[src/rtl/dma_pkg.sv]
// Shared types and constants for the memory DMA initiator.
// Provides the FSM state enum, transfer mode codes and memory depth.
package dma_pkg;

  typedef enum logic [2:0] {
    IDLE,
    CHECK,
    READ,
    WRITE,
    DONE
  } state_e;

  localparam logic MODE_COPY = 1'b0;
  localparam logic MODE_FILL = 1'b1;

  localparam int DEPTH = 256;

endpackage

[src/rtl/mem_dma_initiator.sv]
// Bus master for the data memory port: block copy or pattern fill.
// Ports: CLK/RST, start/mode/src/dst/len/pattern request, busy/done/err
// status, mem_a/mem_wd/mem_we/mem_rd memory master port.
module mem_dma_initiator #(
  parameter int WL    = 32,
  parameter int DEPTH = dma_pkg::DEPTH,
  parameter int LENW  = 9
) (
  input  logic            CLK,
  input  logic            RST,
  input  logic            start,
  input  logic            mode,
  input  logic [WL-1:0]   src,
  input  logic [WL-1:0]   dst,
  input  logic [LENW-1:0] len,
  input  logic [WL-1:0]   pattern,
  output logic            busy,
  output logic            done,
  output logic            err,
  output logic [WL-1:0]   mem_a,
  output logic [WL-1:0]   mem_wd,
  output logic            mem_we,
  input  logic [WL-1:0]   mem_rd
);

  import dma_pkg::*;

  state_e          state_q, state_d;
  logic [WL-1:0]   src_q, src_d;
  logic [WL-1:0]   dst_q, dst_d;
  logic [LENW-1:0] cnt_q, cnt_d;
  logic            mode_q, mode_d;
  logic [WL-1:0]   pat_q, pat_d;
  logic [WL-1:0]   buf_q, buf_d;
  logic            err_q, err_d;
  logic            we_int;

  // One extra bit so end addresses never wrap.
  logic [WL:0] lim;
  logic [WL:0] src_end;
  logic [WL:0] dst_end;
  logic        range_bad;

  assign lim     = (WL+1)'(DEPTH);
  assign src_end = {1'b0, src_q} + (WL+1)'(cnt_q);
  assign dst_end = {1'b0, dst_q} + (WL+1)'(cnt_q);

  assign range_bad = (dst_end > lim) ||
                     ((mode_q == MODE_COPY) && (src_end > lim));

  always_ff @(posedge CLK) begin
    if (RST) begin
      state_q <= IDLE;
      src_q   <= '0;
      dst_q   <= '0;
      cnt_q   <= '0;
      mode_q  <= 1'b0;
      pat_q   <= '0;
      buf_q   <= '0;
      err_q   <= 1'b0;
    end else begin
      state_q <= state_d;
      src_q   <= src_d;
      dst_q   <= dst_d;
      cnt_q   <= cnt_d;
      mode_q  <= mode_d;
      pat_q   <= pat_d;
      buf_q   <= buf_d;
      err_q   <= err_d;
    end
  end

  always_comb begin
    state_d = state_q;
    src_d   = src_q;
    dst_d   = dst_q;
    cnt_d   = cnt_q;
    mode_d  = mode_q;
    pat_d   = pat_q;
    buf_d   = buf_q;
    err_d   = err_q;
    busy    = 1'b0;
    done    = 1'b0;
    err     = 1'b0;
    we_int  = 1'b0;
    mem_a   = '0;

    unique case (state_q)
      IDLE: begin
        if (start) begin
          src_d   = src;
          dst_d   = dst;
          cnt_d   = len;
          mode_d  = mode;
          pat_d   = pattern;
          state_d = CHECK;
        end
      end

      CHECK: begin
        busy  = 1'b1;
        err_d = 1'b0;
        if (cnt_q == '0) begin
          state_d = DONE;
        end else if (range_bad) begin
          err_d   = 1'b1;
          state_d = DONE;
        end else if (mode_q == MODE_COPY) begin
          state_d = READ;
        end else begin
          // Fill data lives in the same register that drives mem_wd.
          buf_d   = pat_q;
          state_d = WRITE;
        end
      end

      READ: begin
        busy    = 1'b1;
        mem_a   = src_q;
        buf_d   = mem_rd;
        state_d = WRITE;
      end

      WRITE: begin
        busy   = 1'b1;
        mem_a  = dst_q;
        we_int = 1'b1;
        src_d  = src_q + WL'(1);
        dst_d  = dst_q + WL'(1);
        cnt_d  = cnt_q - LENW'(1);
        if (cnt_q == LENW'(1)) begin
          state_d = DONE;
        end else if (mode_q == MODE_COPY) begin
          state_d = READ;
        end else begin
          state_d = WRITE;
        end
      end

      DONE: begin
        done    = 1'b1;
        err     = err_q;
        state_d = IDLE;
      end

      default: begin
        state_d = IDLE;
      end
    endcase
  end

  // buf_q holds the last written word, so mem_wd is stable between writes.
  assign mem_wd = buf_q;

  // Reset kills the write in the very cycle it is raised.
  assign mem_we = we_int & ~RST;

endmodule
[config.mk]
export PLATFORM = sky130hd
export DESIGN_NAME = mem_dma_initiator
export DESIGN_NICKNAME = d
export VERILOG_FILES = /design/src/rtl/dma_pkg.sv /design/src/rtl/mem_dma_initiator.sv
export SDC_FILE = /design/constraint.sdc
export NUM_CORES = 1
export LEC_CHECK = 0
export BUFFER_PORTS_ARGS = -buffer_cell sky130_fd_sc_hd__buf_2
export CAP_MARGIN = 20
export CELL_PAD_IN_SITES_DETAIL_PLACEMENT = 1
export CELL_PAD_IN_SITES_GLOBAL_PLACEMENT = 1
export CORE_MARGIN = 2
export CORE_UTILIZATION = 24
export CTS_BUF_LIST = sky130_fd_sc_hd__clkbuf_8 sky130_fd_sc_hd__clkbuf_16
export DETAILED_ROUTE_END_ITERATION = 16
export PLACE_DENSITY_LB_ADDON = 0.1
export SKIP_LAST_GASP = 1
export SYNTH_ARGS = -nofsm -noshare
export SYNTH_HDL_FRONTEND = slang
export SYNTH_SLANG_ARGS = --single-unit
[constraint.sdc]
create_clock -name CLK -period 7 [get_ports CLK]
set_input_delay 1.4 -clock CLK [delete_from_list [all_inputs] [get_ports CLK]]
set_output_delay 1.4 -clock CLK [all_outputs]
set_load 0.05 [all_outputs]
==> impl_results.md <==
- Final Critical Period: 4.413 ns
- Seq/Total Area, Yosys: 0.2844
- Finish-stage setup viols: 0
- WP data required: 7.31 ns
- Routability cong.: 0.8716
- Clock share of power: 0.409
- CP Launch Point: cnt_q[0]$_SDFFE_PP0P_
- Initial Utilization: 0.2437
- Vias per Instance: 5.476
- Placed insts: 1,993
- Number of fill cells: 5,097
- Post-Layout Cell Count: 2,027
- RSZ-0062 raised after global routing: no
- Root Buffer: clkbuf_16
- Clk pin slew, worst setup/hold paths: 0.07 ns
- Cell Area, Synth: 9997 um2
- Number of DRC markers in iteration 0: 660
- Slew Viols, Final: 0
- Most area-consuming cells after synthesis: dfxtp_1 (28%), nand2_1 (5.9%), nor2_1 (5.9%)
- Critical Path End Type: flop
- Initial antenna violation count: 2
- Ratio of cells with drive above 1 in the final layout: 0.2123
- Crit start category: flop
- Worst slew pin tran: 1.025 ns
- Synth area leader: dfxtp_1
- R2R Setup Slk: 2.59 ns
- CP max stage delay: 0.55 ns
- Area growth from synthesis to layout: 19.41%
- CP top delay family: compound AO/OA/AOI/OAI gates
- # clock sinks: 142
- First-pass GRT wire length: 72,770 um
- DRC Markers: 0
- Cell Chain, Critical Path: ha_1 -> fa_1 -> a21o_1 -> a21oi_1 -> a21oi_1 -> a2111oi_0 -> a41oi_1 -> a211o_1 -> nor4_4 -> buf_4 -> nor3b_1 -> nor4_2
- Critical path capture point: mem_wd[25]$_SDFFE_PP0P_
- Nets@finish: 1,645
- R2r worst-path depth: 12
- Outcome: finished clean
- DR WL/cell: 23.15 um
- Die height: 208.1 um
- Worst r2r src: cnt_q[0]$_SDFFE_PP0P_
- Die area: 43,300 um2
- Max-Cap Viols: 0
- DR vias: 11,100
- Sw frac: 0.3331
- Static Leakage: 0.004697 uW
- Core Footprint: 41,020 um2
- Syn Nets: 1,527
- Cts hold-fix bufs: 0
- Max frequency: 226.6 MHz
- Reg-to-reg endpoint: mem_wd[25]$_SDFFE_PP0P_
- Worst min-delay path class: reg2reg
- Comb power frac: 0.175
- Vias in the first global route: 11,680
- Post-synth EDFFs: 0
- Fin Setup TNS: 0 ns
- Hold Path Depth: 2
- Worst slew margin: 0.3148
- Max Buffers Root-to-Sink: 2
- Seq cells post-synth: 142
- Synth top cells by count: nand2_1 (158), nor2_1 (158), dfxtp_1 (142)
- Antenna Violating Nets Remaining: 0
- WP depth: 12
- Die Wd: 208.1 um
- Post-CTS setup buffers: 0
- Critical path class: reg2reg
- Largest net degree at the start of global routing: 66
- Grt ovf: 0
- Main synth FF type: dfxtp_1
- Worst Path Max Fanout: 65
- CTS resizes: 0
- Cell repeated most along the worst path: a21oi_1
- Share of the synthesized area in the top cell type: 0.2844
- Mean post-synth cell area: 7.340 um2
- First-pass iteration count of the detailed router: 7
- P_int: 1561 uW
- Num CTS Buffers: 17
- Mapped Cells: 1,362
- Total Routing Usage GR: 0.2173
- Clock Latency Late Sink: 0.46 ns
- Final core occ: 0.2910
- Ports: 209
- Drt total wl: 46,920 um
- Buf/Inv on CP: 1
- Port Buf Inserts: 208
- Async S/R FF share, synth: 0
- Skew final: 0.008777 ns
- Detail Placement HPWL: 33,930 um
- Num rows: 74
- Worst IR Drop VDD: 0.1569 mV
- Pwr/cell area: 196.1 nW/um2
- Sw Pwr: 780.0 uW
- Worst hold start: pat_q[25]$_SDFFE_PP0P_
- Netlist cell types: 72
- Critical Path AT: 4.72 ns
- Yosys warning total: 0
- Fin crit share: 0.6305
- CTS tree: built
- Critical path's slowest cell: a21oi_1
- Sequential fraction of design power: 0.416
- Design Power: 2341 uW
- Hold Violations, Final: 0
- H-tree Lvls: 4
cells by family (layout without fill, tap and decap cells):
logic type | after synthesis | count (layout) | synth area share
muxes | 6 | 6 | 0.006258
buffers and inverters | 144 | 275 | 0.05845
adders and majority gates | 24 | 24 | 0.03154
and+or+nand+nor | 633 | 633 | 0.3438
xor gates and xnor gates | 21 | 21 | 0.01840
DFF | 142 | 142 | 0.2844
AOI/OAI and AO/OA | 392 | 392 | 0.2572
other | 0 | 2 | 0
state kept, by name (all words and copies together) (netlist names):
name,flops
mem_wd,32
mode_q,1
state_q,3
dst_q,32
src_q,32
cnt_q,9
err_q,1
pat_q,32
worst reg2reg max path, delay by kind of cell, from the launching register on:
family                     cells  cell delay, ns
DFF                            1            0.39
adders and majority gates      2            0.66
buffers and inverters          1            0.54
AOI/OAI and AO/OA              6            2.04
and+or+nand+nor                3            0.65
placed cells by master, fill, tap and decap left out, drive strengths merged, types with 5 or more instances in the layout:
master,instances
a21oi,118
a31oi,14
a221oi,24
nor3,76
ha,22
o21ai,89
o21a,9
nor4,55
xnor2,12
o31ai,6
nand4,34
a22o,20
buf,223
nand3,38
or4,5
nand2,158
nand3b,5
a211oi,19
and4,15
a311oi,6
and2,8
o2111ai,5
a21o,16
o211a,6
nor2,158
or3,12
clkbuf,19
a2111oi,10
inv,23
a222oi,7
a211o,9
dfxtp,142
and3,17
xor2,9
nor3b,34
through the flow:
| stage | setup slack [ns] | hold slack [ns] | area (um2) |
|---|---|---|---|
| finish | 2.587 | 0.4616 | 11940 |
| global route | 2.294 | 0.4783 | 11940 |
| CTS | 2.512 | 0.4629 | 11930 |
| detailed placement | 2.621 | 0.4528 | 11340 |
| global placement | 2.631 | 0.4492 | 11340 |
| floorplan | 2.994 | 0.4368 | 9997 |
metal layers:
layer / vias up / track usage / share of wire
li1: 5310 / - / -
met5: - / 0 / 0
met1: 5550 / 0.2948 / 0.48
met4: 0 / 0.06946 / 0.020
met3: 41 / 0.02143 / 0.024
met2: 198 / 0.3620 / 0.48
worst min-delay path by stage:
stage	to
2_1_floorplan	pat_q[0]$_SDFFE_PP0P_
3_3_place_gp	pat_q[31]$_SDFFE_PP0P_
3_5_place_dp	pat_q[25]$_SDFFE_PP0P_
4_1_cts	pat_q[25]$_SDFFE_PP0P_
5_1_grt	pat_q[1]$_SDFFE_PP0P_
6_report	pat_q[25]$_SDFFE_PP0P_
power by group through the flow:
| stage | Sequential (uW) | Combinational (uW) | Clock, uW |
|---|---|---|---|
| 2_1_floorplan | 908 | 303 | 0 |
| 3_3_place_gp | 989 | 409 | 0 |
| 3_5_place_dp | 988 | 412 | 0 |
| 5_1_grt | 983 | 460 | 1020 |
| 4_1_cts | 970 | 414 | 994 |
| 6_report | 973 | 409 | 959 |
area by class of cell:
cell class,instances,area (um2),area share
diodes,2,5.005,0.0004192
clock buffers,19,452.9,0.03794
repair buffers,223,1156,0.09685
clock inverters,13,138.9,0.01163
inverters,20,75.07,0.006289
flip-flops and latches,142,2843,0.2381
well taps,532,665.6,0.05576
multi-input cells,1076,6601,0.5530
Note: power is estimated with default switching activity, not from simulation.
